--- config.mk ---
export PLATFORM = sky130hd
export DESIGN_NAME = instr_loader
export DESIGN_NICKNAME = d
export VERILOG_FILES = /design/src/rtl/instr_loader_pkg.sv /design/src/rtl/instr_loader_word_assembler.sv /design/src/rtl/instr_loader.sv
export SDC_FILE = /design/constraint.sdc
export NUM_CORES = 1
export LEC_CHECK = 0
export ABC_AREA = 1
export CAP_MARGIN = 15
export CORE_MARGIN = 1.5
export CORE_UTILIZATION = 30
export CTS_CLUSTER_SIZE = 28
export DETAILED_ROUTE_END_ITERATION = 10
export PLACE_DENSITY = 0.53
export SLEW_MARGIN = 20
export SYNTH_ARGS = -nofsm -noshare
export SYNTH_HDL_FRONTEND = slang
export SYNTH_SLANG_ARGS = --single-unit
--- constraint.sdc ---
create_clock -name clk -period 2.2 [get_ports clk]
set_clock_uncertainty 0.05 [all_clocks]
set_input_delay 0.44 -clock clk [delete_from_list [all_inputs] [get_ports clk]]
set_output_delay 0.44 -clock clk [all_outputs]
set_load 0.05 [all_outputs]
--- src/rtl/instr_loader_pkg.sv ---
// Shared types and constants for the boot-time instruction loader.
// Optional checksum feature: INSTR_LOADER_CHECKSUM_EN.
package instr_loader_pkg;

    localparam int BYTES_PER_WORD = 4;
    localparam int LEN_WIDTH      = 16;
    localparam int WORD_WIDTH     = 32;
    localparam int IDX_WIDTH      = $clog2(BYTES_PER_WORD);

    typedef enum logic [2:0] {
        ST_LEN0,
        ST_LEN1,
        ST_DATA,
        ST_CHK,
        ST_DONE,
        ST_ERR
    } state_e;

    function automatic logic state_accepts(input state_e s);
        return (s == ST_LEN0) || (s == ST_LEN1) ||
               (s == ST_DATA) || (s == ST_CHK);
    endfunction

endpackage

--- src/rtl/instr_loader_word_assembler.sv ---
// Packs accepted bytes little-endian into 32-bit words; strobes word_valid_o
// combinationally on the 4th byte so the caller can register the full word.
module word_assembler
    import instr_loader_pkg::*;
(
    input  logic                  clk,
    input  logic                  rst,
    input  logic [7:0]            byte_i,
    input  logic                  xfer_i,
    input  logic                  clear_i,
    output logic [WORD_WIDTH-1:0] word_o,
    output logic                  word_valid_o
);

    localparam logic [IDX_WIDTH-1:0] LAST_IDX = IDX_WIDTH'(BYTES_PER_WORD - 1);

    logic [IDX_WIDTH-1:0]  idx_q, idx_d;
    logic [WORD_WIDTH-9:0] lanes_q, lanes_d;

    always_comb begin
        idx_d        = idx_q;
        lanes_d      = lanes_q;
        word_valid_o = 1'b0;
        word_o       = {byte_i, lanes_q};
        if (clear_i) begin
            idx_d   = '0;
            lanes_d = '0;
        end else if (xfer_i) begin
            idx_d = idx_q + IDX_WIDTH'(1);
            case (idx_q)
                IDX_WIDTH'(0): lanes_d[7:0]   = byte_i;
                IDX_WIDTH'(1): lanes_d[15:8]  = byte_i;
                IDX_WIDTH'(2): lanes_d[23:16] = byte_i;
                default:       lanes_d        = lanes_q;
            endcase
            if (idx_q == LAST_IDX) begin
                word_valid_o = 1'b1;
                lanes_d      = '0;
            end
        end
    end

    always_ff @(posedge clk) begin
        if (rst) begin
            idx_q   <= '0;
            lanes_q <= '0;
        end else begin
            idx_q   <= idx_d;
            lanes_q <= lanes_d;
        end
    end

endmodule

--- src/rtl/instr_loader.sv ---
// Boot loader: LEN0/LEN1/payload[/CHK] byte frame -> sequential imem writes.
// Optional trailing XOR checksum byte: INSTR_LOADER_CHECKSUM_EN.
module instr_loader
    import instr_loader_pkg::*;
#(
    parameter int INSTR_WIDTH = 32,
    parameter int ADDR_WIDTH  = 8
) (
    input  logic                   clk,
    input  logic                   rst,
    input  logic [7:0]             byte_i,
    input  logic                   byte_valid_i,
    output logic                   byte_ready_o,
    input  logic                   start_i,
    output logic                   imem_we_o,
    output logic [ADDR_WIDTH-1:0]  imem_addr_o,
    output logic [INSTR_WIDTH-1:0] imem_data_o,
    output logic                   cpu_rst_o,
    output logic                   done_o,
    output logic                   err_o
);

    localparam logic [LEN_WIDTH:0] MAX_WORDS = (LEN_WIDTH + 1)'(1) << ADDR_WIDTH;

`ifdef INSTR_LOADER_CHECKSUM_EN
    localparam state_e END_STATE = ST_CHK;
    localparam logic   END_DONE  = 1'b0;
`else
    localparam state_e END_STATE = ST_DONE;
    localparam logic   END_DONE  = 1'b1;
`endif

    state_e                 state_q, state_d;
    logic [LEN_WIDTH-1:0]   len_q, len_d;
    logic [LEN_WIDTH-1:0]   cnt_q, cnt_d;
    logic [ADDR_WIDTH-1:0]  addr_q, addr_d;
    logic                   we_q, we_d;
    logic [INSTR_WIDTH-1:0] data_q, data_d;
    logic                   done_q, done_d;
    logic                   err_q, err_d;
    logic                   cpu_rst_q, cpu_rst_d;
`ifdef INSTR_LOADER_CHECKSUM_EN
    logic [7:0]             xor_q, xor_d;
`endif

    logic                   xfer;
    logic                   asm_clear;
    logic [WORD_WIDTH-1:0]  asm_word;
    logic                   asm_valid;
    logic [LEN_WIDTH-1:0]   n_words;
    logic [LEN_WIDTH-1:0]   cnt_inc;

    assign byte_ready_o = state_accepts(state_q);
    assign xfer         = byte_valid_i && byte_ready_o;
    assign n_words      = {byte_i, len_q[7:0]};
    assign cnt_inc      = cnt_q + LEN_WIDTH'(1);

    word_assembler u_asm (
        .clk          (clk),
        .rst          (rst),
        .byte_i       (byte_i),
        .xfer_i       (xfer && (state_q == ST_DATA)),
        .clear_i      (asm_clear),
        .word_o       (asm_word),
        .word_valid_o (asm_valid)
    );

    always_comb begin
        state_d   = state_q;
        len_d     = len_q;
        cnt_d     = cnt_q;
        addr_d    = addr_q;
        we_d      = 1'b0;
        data_d    = data_q;
        done_d    = done_q;
        err_d     = err_q;
        cpu_rst_d = cpu_rst_q;
        asm_clear = 1'b0;
`ifdef INSTR_LOADER_CHECKSUM_EN
        xor_d     = xor_q;
`endif
        // Address advances the cycle after each write strobe.
        if (we_q) begin
            addr_d = addr_q + ADDR_WIDTH'(1);
        end
        case (state_q)
            ST_LEN0: begin
                if (xfer) begin
                    len_d[7:0] = byte_i;
                    state_d    = ST_LEN1;
                end
            end
            ST_LEN1: begin
                if (xfer) begin
                    len_d = n_words;
                    if ({1'b0, n_words} > MAX_WORDS) begin
                        state_d = ST_ERR;
                        err_d   = 1'b1;
                    end else if (n_words == '0) begin
                        state_d = END_STATE;
                        if (END_DONE) begin
                            done_d    = 1'b1;
                            cpu_rst_d = 1'b0;
                        end
                    end else begin
                        state_d = ST_DATA;
                    end
                end
            end
            ST_DATA: begin
`ifdef INSTR_LOADER_CHECKSUM_EN
                if (xfer) begin
                    xor_d = xor_q ^ byte_i;
                end
`endif
                if (asm_valid) begin
                    we_d   = 1'b1;
                    data_d = INSTR_WIDTH'(asm_word);
                    cnt_d  = cnt_inc;
                    if (cnt_inc == len_q) begin
                        state_d = END_STATE;
                        if (END_DONE) begin
                            done_d    = 1'b1;
                            cpu_rst_d = 1'b0;
                        end
                    end
                end
            end
`ifdef INSTR_LOADER_CHECKSUM_EN
            ST_CHK: begin
                if (xfer) begin
                    if (byte_i == xor_q) begin
                        state_d   = ST_DONE;
                        done_d    = 1'b1;
                        cpu_rst_d = 1'b0;
                    end else begin
                        state_d = ST_ERR;
                        err_d   = 1'b1;
                    end
                end
            end
`endif
            ST_DONE, ST_ERR: begin
                if (start_i) begin
                    state_d   = ST_LEN0;
                    cpu_rst_d = 1'b1;
                    done_d    = 1'b0;
                    err_d     = 1'b0;
                    addr_d    = '0;
                    len_d     = '0;
                    cnt_d     = '0;
                    asm_clear = 1'b1;
`ifdef INSTR_LOADER_CHECKSUM_EN
                    xor_d     = '0;
`endif
                end
            end
            default: begin
                state_d = ST_LEN0;
            end
        endcase
    end

    always_ff @(posedge clk) begin
        if (rst) begin
            state_q   <= ST_LEN0;
            len_q     <= '0;
            cnt_q     <= '0;
            addr_q    <= '0;
            we_q      <= 1'b0;
            data_q    <= '0;
            done_q    <= 1'b0;
            err_q     <= 1'b0;
            cpu_rst_q <= 1'b1;
`ifdef INSTR_LOADER_CHECKSUM_EN
            xor_q     <= '0;
`endif
        end else begin
            state_q   <= state_d;
            len_q     <= len_d;
            cnt_q     <= cnt_d;
            addr_q    <= addr_d;
            we_q      <= we_d;
            data_q    <= data_d;
            done_q    <= done_d;
            err_q     <= err_d;
            cpu_rst_q <= cpu_rst_d;
`ifdef INSTR_LOADER_CHECKSUM_EN
            xor_q     <= xor_d;
`endif
        end
    end

    assign imem_we_o   = we_q;
    assign imem_addr_o = addr_q;
    assign imem_data_o = data_q;
    assign cpu_rst_o   = cpu_rst_q;
    assign done_o      = done_q;
    assign err_o       = err_q;

endmodule

# Word level (Yosys, flattened, before mapping)

Index checks and enable logic that the tools add are counted.

Add/sub/neg operators: 3
Bitwise logic cells: 2
Eq/ne operators: 17
Reduce and logical (&&, ||, !) cells: 28
Multiplexer cells: 45
Magnitude comparators: 1

Operator list:

| cell                    | count |
|---|---|
| $mux W8                 | 7 |
| $mux W16                | 3 |
| $pmux W16 S2            | 1 |
| $mux W24                | 1 |
| $pmux W8 S3             | 1 |
| $mux W3                 | 7 |
| $mux W1                 | 20 |
| $add A16 B1 Y16 const B | 1 |
| $eq A16 B16 Y1          | 1 |
| $gt A16 B9 Y1 const B   | 1 |
| $logic_not A16 Y1       | 1 |
| $pmux W8 S2             | 1 |
| $pmux W3 S4             | 1 |
| $reduce_bool A2 Y1      | 6 |
| $ne A2 B2 Y1 const B    | 5 |
| $add A8 B1 Y8 const B   | 1 |
| $reduce_and A2 Y1       | 4 |
| $reduce_and A4 Y1       | 2 |
| $reduce_and A7 Y1       | 1 |
| $eq A3 B2 Y1 const B    | 2 |
| $eq A3 B3 Y1 const B    | 2 |
| $ne A2 B1 Y1 const B    | 3 |
| $pmux W1 S3             | 2 |
| $reduce_and A3 Y1       | 2 |
| 13 further kinds        | 20 |

Output and inout bits: 45
Input bits: 12
Bits in registers: 105
Logic and storage cells: 110

# Depth between registers and ports, before layout

Word-level depth: 10
Mapped depth: 16
Gate-level depth less buffers: 16

# Cells and area by module

From an unflattened synthesis, not the netlist that was laid out.

Cell total of the unflattened synthesis: 697
Area total of the unflattened synthesis: 4897.2 um^2

Modules (own cells, without submodules):

| module         | times used | cells an instance | area each (um^2) | seq. area each (um^2) |
|---|---|---|---|---|
| instr_loader   | 1          | 539               | 3696.0           | 1581.5 |
| word_assembler | 1          | 158               | 1201.2           | 520.5 |

# Least setup slack after synthesis

OpenSTA, ideal clock, no wires.

Kind: reg-to-reg
From: register cnt_q[0]
To: register state_q[1]
Setup slack: 0.333 ns
Required time: 2.037 ns
Stages on the path, launching flop included: 15
Setup time: 0.113 ns
Clock period less this slack: 1.867 ns
Arrival time: 1.704 ns
Path buffers: 0
Path through: dfxtp_1 ha_1 nand2_2 nor2_4 nand3_1 nand3_1 nand2_1 nor2_1 nand2_1 nor2_1 nand3_1 nand2_2 nand2_1 o21ai_1 inv_1

Word-level cells in the longest chain between the ends: 4

Ends and longest elaborated chain:

| element                            | RTL line            | RTL |
|---|---|---|
| from (decl)                        | instr_loader.sv:35  | `logic [LEN_WIDTH-1:0] cnt_q, cnt_d;` |
| from (signal assigned)             | instr_loader.sv:181 | `cnt_q <= cnt_d;` |
| $add A16 B1 Y16                    | instr_loader.sv:56  | `assign cnt_inc = cnt_q + LEN_WIDTH'(1);` |
| $eq A16 B16 Y1                     | instr_loader.sv:120 | `if (cnt_inc == len_q) begin` |
| $ne A2 B1 Y1 (no source line)      | --                  |  |
| $reduce_and A5 Y1 (no source line) | --                  |  |
| to (signal assigned)               | instr_loader.sv:179 | `state_q <= state_d;` |
| to (decl)                          | instr_loader.sv:33  | `state_e state_q, state_d;` |

Every way passes these cells.
A chain may end at the register's enable or synchronous reset.

# Worst setup path in the final report

Ends and elaborated chain as after synthesis.

==> results.cfg <==
[synth]
synth_seq_cells = 105
ys_types = 28
synthTopCellsByCount = nand2_1, nor2_1, dfxtp_1
synth.most_common_cell = nand2_1
netlist_top_cells_area = dfxtp_1, nand2_1, nor2_1, a21oi_1, inv_1
syn-cell-area_um2 = 4670
ys.flop_type = dfxtp_1
synth_top_area_share_pct = 45.0
synthCells = 684
synth_warnings = 0
synth_edf_count = 0
ys_seq_area_share_pct = 45.0
syn_nets = 701
synth_top_cell_by_area = dfxtp_1
syn_avg_cell_area_um2 = 6.83
async_reset_ff_share_pct = 0

[worst_setup_path]
crit_buf_inv = 2
required_ps = 2400
critical_path_class = register to register
cp-end-kind = register
crit_path_start_kind = register
crit_top_cell = nand2_1
cp.arrival_ps = 2300
critPathMaxStageDelay_ps = 360
path_cells = ha_4 -> nand2_4 -> nor2_4 -> nand3_2 -> nand2_1 -> nand2_2 -> nand2_1 -> nand2_1 -> inv_1 -> nand2_1 -> nor2_2 -> nand3_2 -> nand2_4 -> nand2_2 -> o21ai_2 -> inv_1
cp_slowest_cell = dfxtp_2
critPathTopFamily = simple AND/OR/NAND/NOR gates
critPathMaxFanout = 8

[timing]
tightest_slew_ps = 533
hold_slack_ps = 411
worst_slack_ps = 97.9
setup-tns-final_ps = 0
hold_viol_final = 0
fmax_mhz = 476
setup_viol = 0
period_share_pct = 95.6
rsz0062_at_grt = true
fin_crit_ps = 2100
slew_violations = 0
slew_headroom_pct = 64.4

[clock_tree]
cts_tree = yes
clockBufferDepth = 2
clock_insertion_delay_worst_skew_ps = 350
htree_num_levels = 3
clock-sinks = 105
numCtsBuffers = 9
clk_pin_slew_ps = 70
clock-root-buffer = clkbuf_16

[floorplanning]
coreArea_um2 = 15200
ioPinCount = 57
start_util_pct = 30.7
die_x_um = 128
die_h_um = 128
die_area_um2 = 16300
rows = 45

[grt]
grt_max_degree = 41
grt_remaining_overflow = 0
grt_pass1_vias = 4353
grt_usage_pct = 16.3
grt_pass1_wl_um = 21200
grt_antenna_before_repair = 0

[finish]
area_growth_pct = 29.8
fin_nets = 776
seqCellArea_um2 = 2110
drive_above_1_share_pct = 11.5
antennaDiodeCount = 0
final_area_um2 = 6060
multi_input_area_um2 = 2340
layout.cells.non_filler = 951
fillerInstances = 1589

[pwr]
clock_power_share_pct = 29.8
combPwrFrac_pct = 28.3
sw_frac_of_total_pct = 35.5
p_seq_share_pct = 41.9
leakagePower_nw = 2.42
cellPowerDensity_nw_per_um2 = 879
ir_drop_uv = 411
p_int_w = 0.00344
p_switching_w = 0.00189

[placement]
port_buffers = 56
placed_area_um2 = 5620
place_inst = 932
place_hpwl_um = 9200
gp_congestion = 0.824
place_ws_ps = 34.5

[outcome]
status = finished, final reports clean

[flow_run]
maxCapViolations = 0

[routing]
drc_errors = 0
vias_per_cell = 4.78
ant_nets = 0
vias = 4550
drt_iter0_markers = 274
wl_per_cell_um = 13.5
drt-total-wl_um = 12800
drtPass1Iterations = 4

[min_path]
hold_class = register to register
-- logic make-up (layout without fill, tap and decap cells) --
| group | count (synthesis) | count (layout) | synth area share (%) |
|---|---|---|---|
| buf+inv | 91 | 170 | 7.45 |
| simple gates | 352 | 352 | 31.2 |
| fa+ha+maj | 5 | 5 | 1.34 |
| flops | 105 | 105 | 45.0 |
| xor+xnor | 5 | 5 | 0.938 |
| compound gates | 126 | 126 | 14.1 |
-- state kept, by name, indices dropped and copies added (netlist names) --
| signal | cells |
|---|---|
| len_q | 16 |
| imem_we_o | 1 |
| imem_data_o | 32 |
| cpu_rst_o | 1 |
| state_q | 3 |
| imem_addr_o | 8 |
| done_o | 1 |
| u_asm.lanes_q | 24 |
| u_asm.idx_q | 2 |
| err_o | 1 |
| cnt_q | 16 |
-- tightest hold or removal path, delay by kind of cell (launching register included) --
family	cells	cell delay [ps]
simple gates	1	60
flops	1	320
compound gates	1	50
-- routing by layer --
metal | GRT usage, % | wire (um)
met2 | 26.0 | 5840
met5 | 0 | 0
met4 | 5.16 | 334
met1 | 21.3 | 6050
met3 | 4.51 | 626
-- through the flow --
step                      power [W]  utilization, %
final                       0.00533            39.9
after floorplan             0.00328               -
after CTS                   0.00532            38.9
after global routing        0.00569            39.9
after global placement      0.00370            37.0
after detailed placement    0.00371            37.0
-- power groups by stage --
| stage | registers (W) | clock network (W) | logic, W |
|---|---|---|---|
| floorplan | 0.00232 | 0 | 0.000965 |
| global placement | 0.00227 | 0 | 0.00143 |
| detailed placement | 0.00227 | 0 | 0.00144 |
| CTS | 0.00223 | 0.00164 | 0.00145 |
| global route | 0.00226 | 0.00172 | 0.00172 |
| finish | 0.00223 | 0.00159 | 0.00151 |
-- cell usage in the layout, fill, tap and decap left out, types with 2 or more instances in the layout --
cell               n
nand2_1          158
nand2_2            6
buf_4             27
o21ai_0           47
nor2_2             8
nor3_1             3
o21a_1             2
inv_8              2
nand4_1           11
clkinv_1           3
nand2_4            2
a21oi_1           66
nand3_1           37
nor3b_1            2
o21ai_2            2
nor2_1           110
dfxtp_1           99
a211oi_1           6
inv_2              2
buf_12             3
inv_1             63
dfxtp_2            6
xnor2_1            2
xor2_1             3
nand3_2            9
ha_1               4
clkbuf_16          9
clkdlybuf4s50_1   55
nor2_4             6
-- area by class of cell --
cell class / instances / area share (%)
sequential: 105 / 34.8
tap: 188 / 3.88
clock inverter: 5 / 0.784
inverter: 68 / 4.21
multi-input combinational: 488 / 38.6
timing repair buffer: 87 / 13.8
clock buffer: 10 / 3.94
-- path summary, 6_finish.rpt --
kind                startpoint                end  slack, ps  cells after the start
min          u_asm.lanes_q[15]  u_asm.lanes_q[15]        410                      2
max                   cnt_q[0]         state_q[1]        100                     16
min reg2reg  u_asm.lanes_q[15]  u_asm.lanes_q[15]        410                      2
max reg2reg           cnt_q[0]         state_q[1]        100                     16
-- timing repair --
item | 4_1_cts | 5_1_grt
hold buffers | 0 | 0
setup endpoints to repair | 0 | 6
gates resized for setup | 0 | 36
setup buffers | 0 | 4
(Power assumes the default switching activity.)
